### src/rtl/aig_tt_decoder.sv
// Streams AND nodes of a 4-input AIG, simulates each over all 16 minterms, emits the output literal's truth table.
// Latency: 1 cycle from last-beat handshake to tt_valid; one node per cycle. Backpressure: node_ready drops while a result waits for tt_ready.
module aig_tt_decoder #(
    parameter int MAX_NODES = 16,
    parameter int IDX_W     = 5
) (
    input  logic             clk,
    input  logic             rst,
    input  logic             node_valid,
    output logic             node_ready,
    input  logic [IDX_W:0]   node_a,
    input  logic [IDX_W:0]   node_b,
    input  logic             node_last,
    output logic             tt_valid,
    input  logic             tt_ready,
    output logic [15:0]      tt_data,
    output logic [IDX_W-1:0] tt_nodes,
    output logic             tt_err
);

    typedef enum logic {
        ST_LOAD = 1'b0,
        ST_OUT  = 1'b1
    } state_t;

    state_t           state_q;
    logic [IDX_W-1:0] count_q;
    logic             err_q;
    logic             tt_valid_q;
    logic [15:0]      tt_data_q;
    logic [IDX_W-1:0] tt_nodes_q;
    logic             tt_err_q;
    logic [15:0]      node_tt_q [MAX_NODES];

    logic [IDX_W-1:0] idx_a, idx_b;
    logic             cmp_a, cmp_b;
    logic [IDX_W:0]   idx_limit;
    logic             a_bad, b_bad, table_full;
    logic [15:0]      base_a, base_b, tt_a, tt_b;
    logic             accept, node_ok;

    function automatic logic [15:0] fixed_tt(input logic [2:0] idx);
        case (idx)
            3'd1:    fixed_tt = 16'hAAAA;
            3'd2:    fixed_tt = 16'hCCCC;
            3'd3:    fixed_tt = 16'hF0F0;
            3'd4:    fixed_tt = 16'hFF00;
            default: fixed_tt = 16'h0000;
        endcase
    endfunction

    assign idx_a = node_a[IDX_W:1];
    assign cmp_a = node_a[0];
    assign idx_b = node_b[IDX_W:1];
    assign cmp_b = node_b[0];

    // A literal is valid only if it names a constant, a primary input or an already-built node.
    assign idx_limit  = (IDX_W+1)'(count_q) + (IDX_W+1)'(5);
    assign a_bad      = {1'b0, idx_a} >= idx_limit;
    assign b_bad      = {1'b0, idx_b} >= idx_limit;
    assign table_full = int'(count_q) >= MAX_NODES;

    always_comb begin
        base_a = 16'h0000;
        base_b = 16'h0000;
        if (idx_a < IDX_W'(5)) base_a = fixed_tt(idx_a[2:0]);
        if (idx_b < IDX_W'(5)) base_b = fixed_tt(idx_b[2:0]);
        for (int n = 0; n < MAX_NODES; n++) begin
            if (int'(idx_a) == n + 5) base_a = node_tt_q[n];
            if (int'(idx_b) == n + 5) base_b = node_tt_q[n];
        end
    end

    assign tt_a = base_a ^ {16{cmp_a}};
    assign tt_b = base_b ^ {16{cmp_b}};

    assign node_ready = (state_q == ST_LOAD);
    assign accept     = node_valid && node_ready;
    assign node_ok    = accept && !node_last && !a_bad && !b_bad && !table_full;

    always_ff @(posedge clk) begin
        if (rst) begin
            state_q    <= ST_LOAD;
            count_q    <= '0;
            err_q      <= 1'b0;
            tt_valid_q <= 1'b0;
            tt_data_q  <= 16'h0000;
            tt_nodes_q <= '0;
            tt_err_q   <= 1'b0;
        end else begin
            case (state_q)
                ST_LOAD: begin
                    if (accept) begin
                        if (node_last) begin
                            tt_data_q  <= tt_a;
                            tt_nodes_q <= count_q;
                            tt_err_q   <= err_q | a_bad;
                            tt_valid_q <= 1'b1;
                            state_q    <= ST_OUT;
                        end else if (node_ok) begin
                            count_q <= count_q + IDX_W'(1);
                        end else begin
                            err_q <= 1'b1;
                        end
                    end
                end
                ST_OUT: begin
                    if (tt_ready) begin
                        tt_valid_q <= 1'b0;
                        count_q    <= '0;
                        err_q      <= 1'b0;
                        state_q    <= ST_LOAD;
                    end
                end
                default: state_q <= ST_LOAD;
            endcase
        end
    end

    // Stale entries need no clearing: the index check makes them unreachable.
    always_ff @(posedge clk) begin
        for (int n = 0; n < MAX_NODES; n++) begin
            if (node_ok && int'(count_q) == n) node_tt_q[n] <= tt_a & tt_b;
        end
    end

    assign tt_valid = tt_valid_q;
    assign tt_data  = tt_data_q;
    assign tt_nodes = tt_nodes_q;
    assign tt_err   = tt_err_q;

endmodule

### config.mk
export PLATFORM = sky130hd
export DESIGN_NAME = aig_tt_decoder
export DESIGN_NICKNAME = d
export VERILOG_FILES = /design/src/rtl/aig_tt_decoder.sv
export SDC_FILE = /design/constraint.sdc
export NUM_CORES = 1
export LEC_CHECK = 0
export CAP_MARGIN = 10
export CORE_ASPECT_RATIO = 1.25
export CORE_MARGIN = 5
export CORE_UTILIZATION = 36
export DETAILED_ROUTE_END_ITERATION = 10
export DONT_BUFFER_PORTS = 1
export GPL_TIMING_DRIVEN = 0
export PLACE_DENSITY_LB_ADDON = 0.12
export SETUP_SLACK_MARGIN = 0.05
export SLEW_MARGIN = 20
export SYNTH_ARGS = -nofsm -noshare
export SYNTH_HDL_FRONTEND = slang
export SYNTH_SLANG_ARGS = --single-unit
### constraint.sdc
create_clock -name clk -period 9.4 [get_ports clk]
set_clock_uncertainty 0.2 [all_clocks]
set_input_delay 0.94 -clock clk [delete_from_list [all_inputs] [get_ports clk]]
set_output_delay 0.94 -clock clk [all_outputs]
set_load 0.05 [all_outputs]
# Yosys cells after proc, flatten, opt, wreduce, memory -nomap -nowiden
# Memory sizes are Yosys's and may differ from the RTL's.
# Cells that the tools add are included.
# W data, S select, Z words.
dict set report totals {
  register_bits 30
  ramBits 256
  output_inout_bits 24
  word_cells 256
  memories 1
}
dict set report op_classes {
  addsub 2
  order_cmp 5
  n_eq_ne 61
  n_mux 130
  n_bitwise 5
  n_reduce_logical 45
}
# memory words word_bits read_ports rd_ports_with_merged_regs write_ports line
set memory_table {}
lappend memory_table {node_tt_q 16 16 16 0 1 33} ;# logic [15:0] node_tt_q [MAX_NODES];
# op count
set op_table {}
lappend op_table {{$mux W16} 49}
lappend op_table {{$reduce_or A16 Y1} 15}
lappend op_table {{$eq A5 B5 Y1 const B} 34}
lappend op_table {{$pmux W16 S4} 2}
lappend op_table {{$mux W4} 15}
lappend op_table {{$mux W1} 56}
lappend op_table {{$eq A5 B4 Y1 const B} 10}
lappend op_table {{$xor A16 B16 Y16} 2}
lappend op_table {{$logic_and A1 B1 Y1} 21}
lappend op_table {{$mux W5} 4}
lappend op_table {{$and A16 B16 Y16} 1}
lappend op_table {{$eq A3 B2 Y1 const B} 4}
lappend op_table {{$ge A5 B6 Y1} 2}
lappend op_table {{$eq A5 B3 Y1 const B} 2}
lappend op_table {{$lt A5 B3 Y1 const B} 2}
lappend op_table {{$pmux W5 S2} 1}
lappend op_table {{$reduce_and A4 Y1} 2}
lappend op_table {{$add A5 B3 Y6 const B} 1}
lappend op_table {{$eq A3 B1 Y1 const B} 2}
lappend op_table {{$eq A3 B3 Y1 const B} 2}
lappend op_table {{$ne A2 B1 Y1 const B} 3}
lappend op_table {{$ne A2 B2 Y1 const B} 3}
lappend op_table {{$pmux W1 S2} 3}
lappend op_table {{$reduce_and A3 Y1} 2}
lappend op_table {{7 further kinds} 10}

# Depth between registers and ports, before layout
# Gate-level depths: netlist of the first run.
dict set report depth {
  word_depth 36
  mapped_depth 14
}

# Least setup slack after synthesis of the first run
# OpenSTA, ideal clock, no wires.
dict set report synth_timing {
  kind {input port to flip-flop}
  start {input node_a[1]}
  end {memory node_tt_q[1][0], in the netlist node_tt_q[0][16], enable pin}
  arrival_time_ps 4353
  required_time_ps 8791
  setup_slack_ps 4438
  cell_stages 14
  path_buffers 5
  path_cell_list {buf_6 -> buf_6 -> inv_1 -> buf_2 -> buf_2 -> ha_1 -> nand2b_1 -> a21o_1 -> a21oi_1 -> o21ai_0 -> a221oi_1 -> clkbuf_1 -> nand2_1 -> nor3_1}
}
dict set report synth_via {
  elab_chain_len 24
  word_cells_on_any_way 98
  cone_classes {order compare: 1; mux: 62; reduce/logical: 35}
}
# item line
set synth_rtl {}
lappend synth_rtl {{start, declared} 11} ;# input logic [IDX_W:0] node_a,
lappend synth_rtl {{$ge A5 B6 Y1 (*)} 59} ;# assign a_bad = {1'b0, idx_a} >= idx_limit;
lappend synth_rtl {{$logic_not A1 Y1 (*)} 79} ;# assign node_ok = accept && !node_last && !a_bad && !b_bad && !table_full;
lappend synth_rtl {{$logic_and A1 B1 Y1 (*) (3 in series)} 79}
lappend synth_rtl {{$logic_and A1 B1 Y1} 123} ;# if (node_ok && int'(count_q) == n) node_tt_q[n] <= tt_a & tt_b;
lappend synth_rtl {{$mux W1} 123}
lappend synth_rtl {{$mux W1 (not written as such)} 123}
lappend synth_rtl {{$reduce_or A16 Y1 (no line)} n/a}
lappend synth_rtl {{$mux W4 (no line) or $mux W1 (tied branches) (15 in series)} n/a}
lappend synth_rtl {{end, declared} 33}
# Every way passes the cells marked *; elsewhere a longest branch is shown, timed or not.

# Final worst setup path of the first run
dict set report layout_timing {
  start {input node_a[1]}
  end {memory node_tt_q[2][6], in the netlist node_tt_q[0][38], enable pin}
}
# The elaborated chain is that of the path after synthesis.

==> results of run 1 <==
area by class of cell:
type / count / area, um2
Timing Repair Buffer: 30 / 378
Multi-Input combinational cell: 1062 / 7320
Antenna cell: 3 / 7.51
Sequential cell: 286 / 8290
Inverter: 23 / 86.3
Clock inverter: 18 / 240
Tap cell: 572 / 716
Clock buffer: 41 / 930
Fill cell: 4322 / 25600
Buffer: 123 / 604
sequential cells by signal, summed over array words and instances (netlist names):
signal,flops
tt_err,1
tt_valid,1
tt_nodes,5
state_q,1
count_q,5
node_tt_q,256
tt_data,16
err_q,1
worst max-delay path, stage by stage:
cell      delay, ps
buf_6           130
buf_6           150
inv_1           220
buf_2           480
buf_2           550
ha_1            330
nand2b_1        160
a21o_1          180
a21oi_1         140
o21ai_0         160
a221oi_1        520
clkbuf_1        420
nand2_1         310
nor3_2          690
buf_6           260
buf_4           200
metal layers:
layer / GRT usage (%) / vias to the layer above / part of all wire [%]
met5: 0 / - / 0
met4: 29.0 / 0 / 10
met3: 8.74 / 399 / 9.9
met2: 57.8 / 1232 / 44
met1: 45.1 / 7645 / 36
li1: - / 5984 / -
logic make-up after synthesis:
| logic type | Yosys count | synth area share (%) |
|---|---|---|
| AND/OR/NAND/NOR | 450 | 15.0 |
| XOR/XNOR | 21 | 1.14 |
| flip-flops | 286 | 51.5 |
| AO/OA/AOI/OAI | 517 | 22.5 |
| adder cells (fa/ha/maj) | 15 | 1.17 |
| multiplexers | 59 | 4.33 |
| buffers and inverters | 146 | 4.30 |
power groups by stage:
stage          registers (mW)  clock network [mW]  logic [mW]
6_report                 1.45                1.43       0.501
5_1_grt                  1.45                1.49       0.502
3_3_place_gp             1.48                   0       0.457
2_1_floorplan            1.48                   0       0.244
4_1_cts                  1.45                1.44       0.477
3_5_place_dp             1.48                   0       0.475
worst paths after layout:
path | start | end | slack [ps] | cells after the start
worst max-delay path | node_a[1] | node_tt_q[0][38] | 3620 | 16
worst min-delay path | err_q | err_q | 280 | 1
worst max register to register | count_q[0] | node_tt_q[0][38] | 4610 | 13
worst min register to register | err_q | err_q | 280 | 1
cell usage in the layout, fill, tap and decap left out, types with 15 or more instances in the layout:
cell type / instances
buf_4: 19
o22ai_1: 22
a22oi_1: 29
a21o_1: 16
mux2_2: 18
a221oi_1: 16
a31oi_1: 26
edfxtp_1: 256
nor2_1: 66
o211ai_1: 18
a21oi_1: 111
a22o_1: 20
inv_1: 21
ha_1: 15
clkbuf_1: 60
o21a_1: 16
mux2i_1: 32
nand3_1: 41
nand2b_1: 35
o21ai_0: 90
nor3_1: 36
buf_2: 49
clkbuf_16: 36
dfxtp_1: 30
nand2_1: 104
xnor2_1: 17
nor2b_1: 33
a32oi_1: 16
==> results.md, run 1 <==
* Final Slew Violations at 0
* Fmax at 0.173 GHz
* Share of layout cells above drive strength 1 at 15.2%
* Worst min path class: flip-flop to flip-flop
* Lkg Pwr at 6.07 nW
* Min Tclk post-route at 5780 ps
* Area delta synth->final at 15.5%
* Synth area leaders: edfxtp_1 (48%), dfxtp_1 (3.7%), a21oi_1 (3.5%), o21ai_0 (2.8%), nand2_1 (2.4%)
* Drt via density at 7.07
* Cells after DPL at 2096
* Fin util at 42.1%
* Slew HR at 14.3%
* DP Worst Slack at 3190 ps
* Post-Syn Area per Cell at 10.8 um2
* CP required at 9460 ps
* RSZ-0062 raised after global routing: no
* Switching Fraction at 29.0%
* H-tree depth at 2
* Grt ovf at 0
* Final Worst Setup Slack at 3620 ps
* Psw at 0.982 mW
* Overall fraction of global-route tracks in use at 37.5%
* Via count at 15260
* Ys flop type: edfxtp_1
* Worst Path Arrival at 5840 ps
* Cell taking the most area after synthesis: edfxtp_1
* Seq pwr share at 42.9%
* First-pass GRT wire length at 125000 um
* Ys Warns at 0
* Mapped Area at 0.0161 mm2
* Post-route cell area at 0.0186 mm2
* Clock latency on the worst-skew pair at 570 ps
* CTS buffer count at 34
* Critical Path Source Type: input port
* Sequential fraction of the synthesis area at 51.5%
* Final wirelength at 94100 um
* Detailed Routing Iterations Pass 1 at 6
* Finished Layout Cells at 2158
* I/O Pins at 41
* Synth top cells by count: edfxtp_1 (256), a21oi_1 (111), nand2_1 (104)
* Clock Power Share at 42.3%
* Clock buffer depth at 3
* Area post-placement at 0.0174 mm2
* Final net count at 1592
* Post-CTS sizing at 0
* Row cnt at 86
* Setup-failing EPs final at 0
* Netlist cell types at 99
* Initial cell density of the core at 36.4%
* Post-synth ARST share at 0%
* Pwr Total at 3.39 mW
* Gpl congestion at 1.02
* DR iter-0 viols at 2324
* Core region area at 0.0441 mm2
* Die width at 199 um
* Die area at 0.0490 mm2
* # hold bufs at CTS at 0
* Post-CTS Setup Bufs at 0
* CTS tree: yes
* Final Hold Viols at 0
* DPL Wire Length at 69400 um
* Largest net degree at the start of global routing at 17
* Synth Instances at 1494
* Port bufs at 0
* Critical Path End Type: flip-flop
* Register bit total from synthesis at 286
* Die H at 246 um
* Crit-path max FO at 10
* Crit path kind: input port to flip-flop
* Maximum VDD drop at 0.144 mV
* Initial antenna violation count at 3
* Outcome: finished clean
* Drt drc at 0
* Pwr dens at 182 mW/mm2
* Pint at 2.40 mW
* Synth Net Count at 1526
* Routed len/inst at 43.6 um
* Comb pwr share at 14.8%
* Setup_tns at 0 ps
* Detail Route Antenna Nets at 0
* Clk pin slew, worst setup/hold paths at 60 ps
* Vias in the first global route at 14900
* EDFF count, synth at 256
* Worst-margin pin slew at 1290 ps
* Final period utilization at 61.5%
* WHS at 277 ps
* # clock sinks at 286
* CTS Root Cell: clkbuf_16
* Max cap viols at 0
* Top-count cell post-synth: edfxtp_1
* Share of the synthesized area in the top cell type at 47.8%
Power figures use the tool's default switching activity.
==> run 2, diff against run 1 <==
==> constraint.sdc (replaced) <==
create_clock -name clk -period 5.8 [get_ports clk]
set_clock_uncertainty 0.2 [all_clocks]
set_input_delay 0.58 -clock clk [delete_from_list [all_inputs] [get_ports clk]]
set_output_delay 0.58 -clock clk [all_outputs]
set_load 0.05 [all_outputs]
==> run 2 against run 1 <==
  * Global-route usage about the same
  * Cell count is essentially flat
  * Worst hold slack got worse by 64 ps
  * Non-clock buffer count grew 1
  * Flip-flop and latch count is the same
  * Critical path type unchanged
  * Cell area is essentially flat
  * Critical path depth stayed put
  * Setup slack worse by 3200 ps
  * Utilization hardly changed
  * First-iteration DRC count decreased by 1.1%
  * Register-to-register slack worse by 3600 ps
  * Clock power up 62%
  * Highest routed layer unchanged
==> results.md, run 2 (same netlist as run 1, synthesis figures left out) <==
* Outcome: finished clean
* CP most frequent cell: buf_6
* Pwr dens at 295 mW/mm2 (+62%)
* Critical Path Source Type: input port
* Maximum VDD drop at 0.234 mV (+63%)
* Switching Fraction at 29.0% (about the same)
* Worst-margin pin slew at 1240 ps (-43.1 ps)
* Crit path kind: input port to flip-flop
* Fin util at 42.1% (about the same)
* Via count at 15356 (+0.63%)
* Psw at 1.59 mW (+62%)
* Clk pin slew, worst setup/hold paths at 60 ps (about the same)
* RSZ-0062 raised after global routing: no
* # clock sinks at 286 (unchanged)
* Die width at 199 um (unchanged)
* Slew HR at 17.2% (+2.9 points)
* Min Tclk post-route at 5410 ps
* Met3 Usage GRT at 8.71% (-0.027 points)
* Fmax at 0.185 GHz
* Comb pwr share at 14.9% (about the same)
* Clock Power Share at 42.2% (about the same)
* CTS Root Cell: clkbuf_16
* DR iter-0 viols at 2299 (-1.1%)
* Final wirelength at 94100 um (about the same)
* Initial cell density of the core at 36.4% (unchanged)
* Port bufs at 0 (unchanged)
* Detailed Routing Iterations Pass 1 at 8 (+2)
* Detail Route Antenna Nets at 0 (unchanged)
* Drt via density at 7.11 (+0.54%)
* Layer carrying the most global-route usage: met2
* Top reg by flops: node_tt_q
* CTS buffer count at 34 (unchanged)
* Share of layout cells above drive strength 1 at 15.2% (about the same)
* Final period utilization at 93.3%
* Max stage delay on crit path at 660 ps (-30 ps)
* Row cnt at 86 (unchanged)
* Max FFs per register at 256 (unchanged)
* Max cap viols at 0 (unchanged)
* Commonest non-fill, non-tap cell in the layout: edfxtp_1
* Clock latency on the worst-skew pair at 570 ps (about the same)
* Initial antenna violation count at 3 (unchanged)
* Lkg Pwr at 6.07 nW (about the same)
* Core region area at 0.0441 mm2 (unchanged)
* Crit path cell chain: buf_6, buf_6, inv_1, buf_2, buf_2, ha_1, nand2b_1, a21o_1, a21oi_1, o21ai_0, a221oi_1, clkbuf_1, nand2_1, nor3_2, buf_6, buf_4
* Die H at 246 um (unchanged)
* Grt ovf at 0 (unchanged)
* Final Hold Viols at 0 (unchanged)
* Crit-path max FO at 10 (unchanged)
* DPL Wire Length at 69400 um (unchanged)
* Drt drc at 0 (unchanged)
* First-pass GRT wire length at 125000 um (about the same)
* Gpl congestion at 1.02 (unchanged)
* Overall fraction of global-route tracks in use at 37.5% (about the same)
* Largest net degree at the start of global routing at 17 (unchanged)
* I/O Pins at 41 (unchanged)
* Die area at 0.0490 mm2 (unchanged)
* Clock buffer depth at 3 (unchanged)
* GR Util met1 at 45.1% (about the same)
* Routed len/inst at 43.6 um (about the same)
* Post-CTS sizing at 0 (unchanged)
* H-tree depth at 2 (unchanged)
* CP required at 5860 ps (-3600 ps)
* CTS tree: yes
* Area delta synth->final at 15.5% (about the same)
* Setup_tns at 0 ps (unchanged)
* Most frequent cells in the layout: edfxtp_1 (256), a21oi_1 (111), nand2_1 (104), o21ai_0 (90), nor2_1 (66)
* Slowest CP cell: nor3_2
* Critical Path End Type: flip-flop
* Worst Path Arrival at 5470 ps (-370 ps)
* Worst min path class: input port to flip-flop
* Final net count at 1593 (+0.063%)
* Vias in the first global route at 14914 (+0.094%)
* Setup-failing EPs final at 0 (unchanged)
* Pint at 3.90 mW (+62%)
* Final Slew Violations at 0 (unchanged)
* Seq pwr share at 42.9% (about the same)
* Global-route met2 utilization at 57.7% (-0.060 points)
run 2: changes by cell type in the layout (fill, tap and decap cells not counted):
cell | before | now
diode_2 | 3 | 4
dlygate4sd3_1 | 0 | 1
run 2: worst max-delay path: cells and delay by family:
kind | cells | cell delay [ps]
buf+inv | 8 | 2410
simple gates | 3 | 1120
compound gates | 4 | 1000
fa+ha+maj | 1 | 330
run 2: worst paths after layout:
check	slack, ps	depth (start not counted)	end	startpoint
min reg2reg	280	1	err_q	err_q
max	390	16	node_tt_q[0][38]	node_a[1]
min	210	2	err_q	tt_ready
max reg2reg	1050	13	node_tt_q[0][38]	count_q[0]
run 2: cell type report:
cell class	instances	area [um2]
fill	4321	25500
sequential	286	8290
multi-input combinational	1062	7320
clock buffer	41	930
tap	572	716
buffer	123	604
timing repair buffer	31	388
clock inverter	18	240
inverter	23	86.3
antenna	4	10.0
run 2: power groups by stage:
stage | registers (mW) | logic [mW] | clock network, mW
after detailed placement | 2.40 | 0.770 | 0
after CTS | 2.36 | 0.773 | 2.34
final | 2.36 | 0.815 | 2.32
after floorplan | 2.40 | 0.395 | 0
after global placement | 2.40 | 0.741 | 0
after global routing | 2.36 | 0.814 | 2.41
run 2: what timing repair did:
item / CTS / global route
endpoints found under the setup margin: 0 / 0
endpoints found under the hold margin: 1 / 0
hold buffers: 1 / 0
buffers inserted: 0 / 0
run 2: per-layer routing:
| metal | wire length, um | share of wire, % | vias to the layer above |
|---|---|---|---|
| li1 | - | - | 5997 |
| met1 | 33600 | 36 | 7637 |
| met2 | 41300 | 44 | 1301 |
| met3 | 9610 | 10 | 421 |
| met4 | 9590 | 10 | 0 |
| met5 | 0 | 0 | - |
run 2: stage by stage:
stage | hold slack [ps] | setup WS (ps) | instances | cell area, um2 | total power, mW
4_1_cts | 194 | 555 | 2156 | 18600 | 5.47
2_1_floorplan | 241 | 1200 | 1494 | 16100 | 2.79
5_1_grt | 241 | 346 | 2157 | 18600 | 5.58
3_5_place_dp | 259 | -49.8 | 2096 | 17400 | 3.17
6_report | 214 | 389 | 2160 | 18600 | 5.49
3_3_place_gp | 252 | -2320 | 2066 | 16800 | 3.15
